## config.mk

```make
export PLATFORM = sky130hd
export DESIGN_NAME = seed_scheduler
export DESIGN_NICKNAME = d
export VERILOG_FILES = /design/src/rtl/seed_sched_pkg.sv /design/src/rtl/seed_scheduler_rr_arbiter.sv /design/src/rtl/seed_scheduler.sv
export SDC_FILE = /design/constraint.sdc
export NUM_CORES = 2
export LEC_CHECK = 0
export CAP_MARGIN = 20
export CORE_MARGIN = 4
export CORE_UTILIZATION = 54
export CTS_BUF_LIST = sky130_fd_sc_hd__clkbuf_8 sky130_fd_sc_hd__clkbuf_16
export DETAILED_ROUTE_END_ITERATION = 12
export GPL_ROUTABILITY_DRIVEN = 0
export PLACE_DENSITY_LB_ADDON = 0.08
export SLEW_MARGIN = 0
export SYNTH_ARGS = -nofsm -noshare
export SYNTH_HDL_FRONTEND = slang
export SYNTH_HIERARCHICAL = 1
export SYNTH_SLANG_ARGS = --single-unit
export TNS_END_PERCENT = 1
```

## constraint.sdc

```tcl
create_clock -name clk -period 3.8 [get_ports clk]
set_input_delay 0.76 -clock clk [delete_from_list [all_inputs] [get_ports clk]]
set_output_delay 0.76 -clock clk [all_outputs]
set_load 0.02 [all_outputs]
```

## src/rtl/seed_sched_pkg.sv

```systemverilog
// Shared types and constants for the TRNG seed scheduler.
package seed_sched_pkg;

  typedef enum logic [2:0] {
    IDLE    = 3'd0,
    START   = 3'd1,
    WAIT    = 3'd2,
    CHECK   = 3'd3,
    DELIVER = 3'd4,
    FAIL    = 3'd5
  } state_t;

  // Default seed width of the TRNG seed system and its stuck-high pattern.
  localparam int DEF_SEED_WIDTH = 256;
  localparam logic [DEF_SEED_WIDTH-1:0] ALL_ONES = '1;

  // Width of a counter that must reach cycles-1; never narrower than one bit.
  function automatic int tmo_width(input int cycles);
    return (cycles > 1) ? $clog2(cycles) : 1;
  endfunction

  localparam int DEF_TIMEOUT_CYCLES = 1024;
  localparam int TMO_W = tmo_width(DEF_TIMEOUT_CYCLES);

endpackage

```

## src/rtl/seed_scheduler_rr_arbiter.sv

```systemverilog
// Round-robin pick: first asserted request at or above rr_ptr, wrapping.
module rr_arbiter #(
  parameter int NUM_REQ = 4,
  parameter int PTR_W   = 2
) (
  input  logic [NUM_REQ-1:0] req,
  input  logic [PTR_W-1:0]   rr_ptr,
  output logic [NUM_REQ-1:0] gnt,
  output logic [PTR_W-1:0]   idx,
  output logic               found
);

  logic [PTR_W-1:0] cand;

  // Scan NUM_REQ positions starting at rr_ptr; the first set request wins.
  always_comb begin
    gnt   = '0;
    idx   = '0;
    found = 1'b0;
    cand  = '0;
    for (int i = 0; i < NUM_REQ; i++) begin
      cand = PTR_W'((int'(rr_ptr) + i) % NUM_REQ);
      if (!found && req[cand]) begin
        found     = 1'b1;
        gnt[cand] = 1'b1;
        idx       = cand;
      end
    end
  end

endmodule

```

## src/rtl/seed_scheduler.sv

```systemverilog
// Seed path sequencer between the TRNG seed system and the DRBG consumers:
// grants one requester, runs collection attempts with health checks and a
// per-attempt timeout, delivers a passing seed, or latches a sticky alarm.
//
// state   | meaning
// IDLE    | no transaction; grants the round-robin winner when any req is set
// START   | launches a collection (trng_start seen next cycle), clears timer
// WAIT    | waits for trng_seed_ready; timer expiry counts as a failed attempt
// CHECK   | health check of the captured seed; deliver, retry or give up
// DELIVER | seed_valid held until seed_ack or the winner drops its request
// FAIL    | sticky alarm, requests ignored until alarm_clr
module seed_scheduler
  import seed_sched_pkg::*;
#(
  parameter int SEED_WIDTH     = 256,
  parameter int NUM_REQ        = 4,
  parameter int MAX_RETRY      = 3,
  parameter int TIMEOUT_CYCLES = 1024
) (
  input  logic                  clk,
  input  logic                  rst_n,
  input  logic [NUM_REQ-1:0]    req,
  output logic [NUM_REQ-1:0]    gnt,
  output logic [SEED_WIDTH-1:0] seed_out,
  output logic                  seed_valid,
  input  logic                  seed_ack,
  output logic                  trng_start,
  input  logic [SEED_WIDTH-1:0] trng_seed,
  input  logic                  trng_seed_ready,
  output logic                  busy,
  output logic                  alarm,
  input  logic                  alarm_clr
);

  localparam int PTR_W = (NUM_REQ > 1) ? $clog2(NUM_REQ) : 1;
  localparam int CNT_W = tmo_width(TIMEOUT_CYCLES);
  localparam logic [CNT_W-1:0] TMO_LAST    = CNT_W'(TIMEOUT_CYCLES - 1);
  localparam logic [3:0]       RETRY_LIMIT = 4'(MAX_RETRY);
  localparam logic [PTR_W-1:0] LAST_IDX    = PTR_W'(NUM_REQ - 1);

  state_t                  state;
  logic [PTR_W-1:0]        rr_ptr;
  logic [PTR_W-1:0]        winner;
  logic [PTR_W-1:0]        ptr_after;
  logic [NUM_REQ-1:0]      arb_gnt;
  logic [PTR_W-1:0]        arb_idx;
  logic                    arb_found;
  logic [3:0]              retry_cnt;
  logic [3:0]              retry_next;
  logic [CNT_W-1:0]        tmo_cnt;
  logic                    tmo_hit;
  logic [SEED_WIDTH-1:0]   seed_reg;
  logic [SEED_WIDTH-1:0]   last_seed;
  logic                    last_vld;
  logic                    seed_bad;

  rr_arbiter #(
    .NUM_REQ (NUM_REQ),
    .PTR_W   (PTR_W)
  ) u_rr_arbiter (
    .req    (req),
    .rr_ptr (rr_ptr),
    .gnt    (arb_gnt),
    .idx    (arb_idx),
    .found  (arb_found)
  );

  // A timed-out attempt has no seed worth checking, so it fails outright.
  assign seed_bad   = tmo_hit
                    || (seed_reg == '0)
                    || (seed_reg == '1)
                    || (last_vld && (seed_reg == last_seed));
  assign retry_next = retry_cnt + 4'd1;
  assign ptr_after  = (winner == LAST_IDX) ? '0 : winner + PTR_W'(1);

  // Sequencing FSM; every output is registered together with the state.
  always_ff @(posedge clk or negedge rst_n) begin
    if (!rst_n) begin
      state      <= IDLE;
      gnt        <= '0;
      seed_out   <= '0;
      seed_valid <= 1'b0;
      trng_start <= 1'b0;
      busy       <= 1'b0;
      alarm      <= 1'b0;
      rr_ptr     <= '0;
      winner     <= '0;
      retry_cnt  <= '0;
      tmo_cnt    <= '0;
      tmo_hit    <= 1'b0;
      seed_reg   <= '0;
      last_seed  <= '0;
      last_vld   <= 1'b0;
    end else begin
      trng_start <= 1'b0;
      case (state)
        IDLE: begin
          if (arb_found) begin
            gnt       <= arb_gnt;
            winner    <= arb_idx;
            retry_cnt <= '0;
            busy      <= 1'b1;
            state     <= START;
          end
        end
        START: begin
          trng_start <= 1'b1;
          tmo_cnt    <= '0;
          tmo_hit    <= 1'b0;
          state      <= WAIT;
        end
        WAIT: begin
          if (trng_seed_ready) begin
            seed_reg <= trng_seed;
            state    <= CHECK;
          end else if (tmo_cnt == TMO_LAST) begin
            tmo_hit <= 1'b1;
            state   <= CHECK;
          end else begin
            tmo_cnt <= tmo_cnt + CNT_W'(1);
          end
        end
        CHECK: begin
          if (seed_bad) begin
            retry_cnt <= retry_next;
            if (retry_next < RETRY_LIMIT) begin
              state <= START;
            end else begin
              alarm <= 1'b1;
              gnt   <= '0;
              busy  <= 1'b0;
              state <= FAIL;
            end
          end else begin
            seed_out   <= seed_reg;
            seed_valid <= 1'b1;
            state      <= DELIVER;
          end
        end
        DELIVER: begin
          // Ack wins over a simultaneous request drop.
          if (seed_ack || !req[winner]) begin
            if (seed_ack) begin
              last_seed <= seed_reg;
              last_vld  <= 1'b1;
            end
            gnt        <= '0;
            seed_out   <= '0;
            seed_valid <= 1'b0;
            busy       <= 1'b0;
            rr_ptr     <= ptr_after;
            state      <= IDLE;
          end
        end
        FAIL: begin
          if (alarm_clr) begin
            alarm  <= 1'b0;
            rr_ptr <= ptr_after;
            state  <= IDLE;
          end
        end
        default: begin
          state <= IDLE;
        end
      endcase
    end
  end

endmodule

```

**Yosys cells after proc, flatten, opt, wreduce, memory -nomap -nowiden**

Cells that the tools add are included.

- Memories kept: 0
- ROM bits: 0
- Bits in registers: 799
- RAM bits: 0
- Bits in latches: 0
- Output and inout bits: 264
- Bits of input ports: 265

- $add $sub $neg: 6
- $lt $le $gt $ge: 10
- Div/mod/pow operators: 0
- Reductions and logical operators: 35
- Shift-type cells: 0
- Mux-type cells: 71
- Bitwise operators: 3
- Equality and inequality tests: 19
- Multipliers: 0

Operators by type and width:

| cell | count |
|---|---|
| 2-to-1 mux 256 bit | 2 |
| one-hot mux 256 bit (2 select lines) | 1 |
| equality test 256 bit | 1 |
| equality test 256 bit, second input constant | 1 |
| logical NOT 256 bit | 1 |
| 2-to-1 mux 4 bit | 10 |
| 2-to-1 mux 1 bit | 24 |
| 2-to-1 mux 3 bit | 7 |
| 2-to-1 mux 10 bit | 2 |
| one-hot mux 10 bit (2 select lines) | 1 |
| inequality test 2 bit, second input constant | 9 |
| one-hot mux 3 bit (6 select lines) | 1 |
| AND reduction 3 bit | 6 |
| less-than comparator 2 x 3 -> 1 bit, second input constant | 5 |
| 2-to-1 mux 2 bit | 7 |
| bitwise OR 4 bit | 3 |
| one-hot mux 4 bit (3 select lines) | 1 |
| adder 10 x 1 -> 10 bit, second input constant | 1 |
| binary-select mux 1 bit (select 2 bit) | 5 |
| equality test 10 bit, second input constant | 1 |
| nonzero test 2 bit | 5 |
| demux 1 bit (select 2 bit) | 4 |
| >= comparator 2 x 1 -> 1 bit, second input constant | 4 |
| logical AND 1 bit | 8 |
| 20 further kinds | 34 |

**Logic depth before layout (Yosys ltp)**

- Depth in word-level cells: 14
- Mapped depth: 11
- Depth with buffers taken out: 9

**Hierarchy**

Netlist, hierarchy kept.

By module, submodules not included:

| module | area each (µm²) | times used | cells an instance |
|---|---|---|---|
| seed_scheduler | 36271.0 | 1 | 3129 |
| rr_arbiter | 421.7 | 1 | 45 |

**Least setup slack after synthesis**

No wires, ideal clock.

- Path type: register to register
- Start: register seed_reg[102]
- End: register seed_out[22]
- Setup slack: 1.199 ns
- Library setup time: 0.126 ns
- Period minus slack after synthesis: 2.601 ns
- Data required time: 3.674 ns
- Data arrival time: 2.475 ns
- Cell stages (with the launch flop): 12
- Path buffers: 3
- Path through: dfrtp_1 > nor2b_1 > a2111o_1 > a2111oi_0 > nand4_1 > nor4_1 > a31oi_1 > buf_2 > buf_6 > buf_2 > a32oi_1 > o21ai_1

- Longest elaborated chain between the ends: 6

RTL lines:

| what | line | RTL |
|---|---|---|
| start: declaration | seed_scheduler.sv:52 | `logic [SEED_WIDTH-1:0] seed_reg;` |
| start signal: assignment | seed_scheduler.sv:114 | `seed_reg <= trng_seed;` |
| logical NOT 256 bit | seed_scheduler.sv:70 | `\|\| (seed_reg == '0)` |
| logical OR 1 bit | seed_scheduler.sv:70 |  |
| logical OR 1 bit | seed_scheduler.sv:71 | `\|\| (seed_reg == '1)` |
| logical OR 1 bit * | seed_scheduler.sv:72 | `\|\| (last_vld && (seed_reg == last_seed));` |
| inequality test 2 bit (no line) * | -- |  |
| AND reduction 3 bit (no line) * | -- |  |
| end signal: assignment | seed_scheduler.sv:135 | `seed_out <= seed_reg;` |
| end: declaration | seed_scheduler.sv:24 | `output logic [SEED_WIDTH-1:0] seed_out,` |

Mark *: on every way between the ends. The rest lies on a longest branch, timed or not.
A chain may end at the register's enable or synchronous reset.

**Worst setup path after layout**

- Start: register last_seed[110]
- End: register seed_out[85]

- Longest elaborated chain between the ends: 5

RTL lines:

| what | line | RTL |
|---|---|---|
| start: declaration | seed_scheduler.sv:53 | `logic [SEED_WIDTH-1:0] last_seed;` |
| start signal: assignment | seed_scheduler.sv:144 | `last_seed <= seed_reg;` |
| equality test 256 bit | seed_scheduler.sv:72 |  |
| logical AND 1 bit | seed_scheduler.sv:72 |  |
| logical OR 1 bit | seed_scheduler.sv:72 |  |
| inequality test 2 bit (no line) | -- |  |
| AND reduction 3 bit (no line) | -- |  |

Every way passes these cells.

==> flow_metrics.py <==
metrics = {
    "timing": {
        "fin_skew_ns": 0.0261,
        "slew_headroom_pct": 26.5,
        "hold_violations": 0,
        "final-setup-viol-count": 0,
        "rsz0062_at_grt": "no",
        "worstMarginPinSlew_ns": 1.07,
        "finalMaxSlewViolations": 0,
        "fin_setup_tns_ns": 0,
        "period_share_pct": 99.2,
        "fin_crit_ns": 3.77,
        "max_freq_mhz": 265,
    },
    "drt": {
        "drc": 0,
        "drtIter0Drc": 3994,
        "routedWlPerCell_um": 29.0,
        "vias_per_cell": 6.60,
        "ant_nets": 0,
        "drt_wl_total_um": 135000,
        "firstDrtPassIters": 8,
        "vias": 30800,
    },
    "clock_network": {
        "cts_tree": "done",
        "cts_buffers": 85,
        "clockRootBuffer": "clkbuf_16",
        "clock_path_buffers": 3,
        "post_cts_resized": 0,
        "cts.sinks": 799,
        "clkLatencyLatePin_ns": 0.64,
        "cts_setup_buffers": 0,
        "h-tree-depth": 3,
        "path_clk_slew_ns": 0.06,
        "cts_hold_buf": 0,
    },
    "die": {
        "std_cell_rows": 95,
        "die_y_um": 269,
        "die_w_um": 269,
        "io_pins": 529,
        "core_um2": 67300,
        "initial_core_util_pct": 54.5,
        "dieArea_um2": 72200,
    },
    "worst_setup_path": {
        "cpMostUsedCell": "buf_12",
        "crit_required_ns": 4.29,
        "cp-start-kind": "register",
        "critPathSlowestCell": "a2111oi_0",
        "critPathKind": "register to register",
        "critPathLaunch": "last_seed[110]",
        "critical-path-max-stage-delay_ns": 0.93,
        "crit_fanout": 56,
        "rr_worst_depth": 11,
        "path_cells": "nor2b_1 > a2111oi_0 > nand4_1 > or4_1 > nor4_1 > buf_4 > a31oi_4 > buf_12 > buf_12 > a32oi_1 > o21ai_1",
        "rr_startpoint": "last_seed[110]",
        "crit_path_end": "seed_out[85]",
        "worstReg2RegEnd": "seed_out[85]",
        "r2r_slack_ns": 0.03,
        "endpoint_kind": "register",
        "cp.arrival_ns": 4.26,
    },
    "synthesis": {
        "ys_seq_area_share_pct": 54.5,
        "synth_top_flop_cell": "dfrtp_1",
        "netlist.top_cell.by_area": "dfrtp_1",
        "synth_edf_count": 0,
        "yosysWarnings": 6,
        "syn_avg_cell_area_um2": 11.6,
        "ys_top_cells_by_area": "dfrtp_1 (54%), mux2_2 (14%), a32oi_1 (6.1%)",
        "synth_seq_cells": 799,
        "yosys.area.top_type_share_pct": 54.5,
        "synth_nets": 3448,
        "synth_area_um2": 36700,
        "async_reset_ff_share_pct": 100,
        "netlist_instances": 3174,
        "yosysUniqueCellTypes": 56,
    },
    "power_and_ir_drop": {
        "power.leakage_nw": 19.0,
        "ir_worst_vdd_uv": 487,
        "power_density_nw_per_um2": 938,
    },
    "place": {
        "placed_cells": 4509,
        "dp_hpwl_um": 98700,
        "io_buffers": 528,
    },
    "final_layout": {
        "area.growth.synth_to_final_pct": 26.1,
        "final_nets": 3997,
        "final_util_pct": 68.8,
        "drive_gt1_share_pct": 19.7,
        "instances_no_fill": 4666,
    },
    "grt": {
        "grt_pass1_wl_um": 198000,
        "grt_start_max_net_pins": 131,
        "grt_overflow": 0,
        "grt_pass1_vias": 30000,
        "antenna_found_initial": 10,
        "track_usage_pct": 36.7,
    },
    "flow_run": {
        "max_cap_violations": 0,
    },
    "hold_path": {
        "hold_class": "input pin to asynchronous set/reset pin",
    },
    "run_status": {
        "status": "complete, no violations",
    },
}
[kinds of logic after synthesis]
| group | count (synthesis) | synth area share, % |
|---|---|---|
| muxes | 459 | 14.2 |
| xor gates and xnor gates | 165 | 3.94 |
| and+or+nand+nor | 744 | 10.2 |
| adders and majority gates | 9 | 0.307 |
| DFF | 799 | 54.5 |
| buffers and inverters | 304 | 4.00 |
| AOI/OAI and AO/OA | 694 | 12.9 |
[cells in the mapped netlist (71+ instances only)]
master and count:
nand4_1 120, o21ai_0 122, inv_1 88, xor2_1 71
dfrtp_1 799, mux2_2 449, xnor2_1 94, o21ai_1 219
nor4_1 119, clkbuf_1 154, nand2_1 355, a32oi_1 256
[worst min-delay path by stage]
stage,startpoint,to,slack (ns)
3_3_place_gp,last_vld,last_vld,0.46
6_report,rst_n,trng_start,0.08
4_1_cts,rst_n,trng_start,0.09
3_5_place_dp,alarm,alarm,0.48
2_1_floorplan,last_vld,last_vld,0.44
5_1_grt,rst_n,tmo_cnt[6],0.1
[metal layers]
layer  track usage, %  share of wire, %  vias up
li1                 -                 -    12900
met1             51.3                39    15700
met2             56.3                46     1821
met3             7.66                10      341
met4             15.8               4.9       10
met5                0             0.051        -
[metrics by stage]
step	setup WS, ns	hold slack, ns	instance area (um2)	power (mW)
2_1_floorplan	1.20	0.439	36700	25.6
3_3_place_gp	0.272	0.458	43500	33.9
3_5_place_dp	0.212	0.478	43500	34.6
4_1_cts	0.197	0.0880	46300	42.9
5_1_grt	0.0134	0.0982	46300	45.1
6_report	0.0319	0.0790	46300	43.4
[critical path: cells and delay by family, from the launching register on]
family	cells	cell delay (ns)
AO/OA/AOI/OAI	4	1.41
flip-flops	1	0.39
buffers and inverters	3	0.65
AND/OR/NAND/NOR	4	1.11
[where the power goes]
group | internal, mW | switching, mW | leakage (nW)
clock | 4.87 | 3.46 | 1.46
sequential | 12.3 | 5.47 | 9.98
combinational | 7.81 | 9.49 | 7.59
total | 25.0 | 18.4 | 19.0
[cell type report]
class                           count  area (um2)
Fill cell                        4918       21000
Sequential cell                   799       20000
Multi-Input combinational cell   2071       15300
Timing Repair Buffer              678        6780
Clock buffer                      107        2450
Tap cell                          873        1090
Clock inverter                     44         332
Inverter                           88         330
Antenna cell                        6        15.0
[cell usage in the layout (no fill, tap or decap), types with 12 or more instances in the layout]
cell type          n
a2111o_1          14
a2111oi_0         12
a32oi_1          256
buf_12            29
buf_4            121
clkbuf_16         87
clkbuf_8          20
clkdlybuf4s50_1  527
clkinv_2          18
dfrtp_1          799
inv_1            106
mux2_2           449
nand2_1          354
nand2b_1          23
nand4_1          120
nor2_1            22
nor2b_1           69
nor4_1           119
o21ai_0          122
o21ai_1          219
o22ai_1           34
xnor2_1           94
xor2_1            71
No activity file was read; power rests on OpenSTA's default activity.
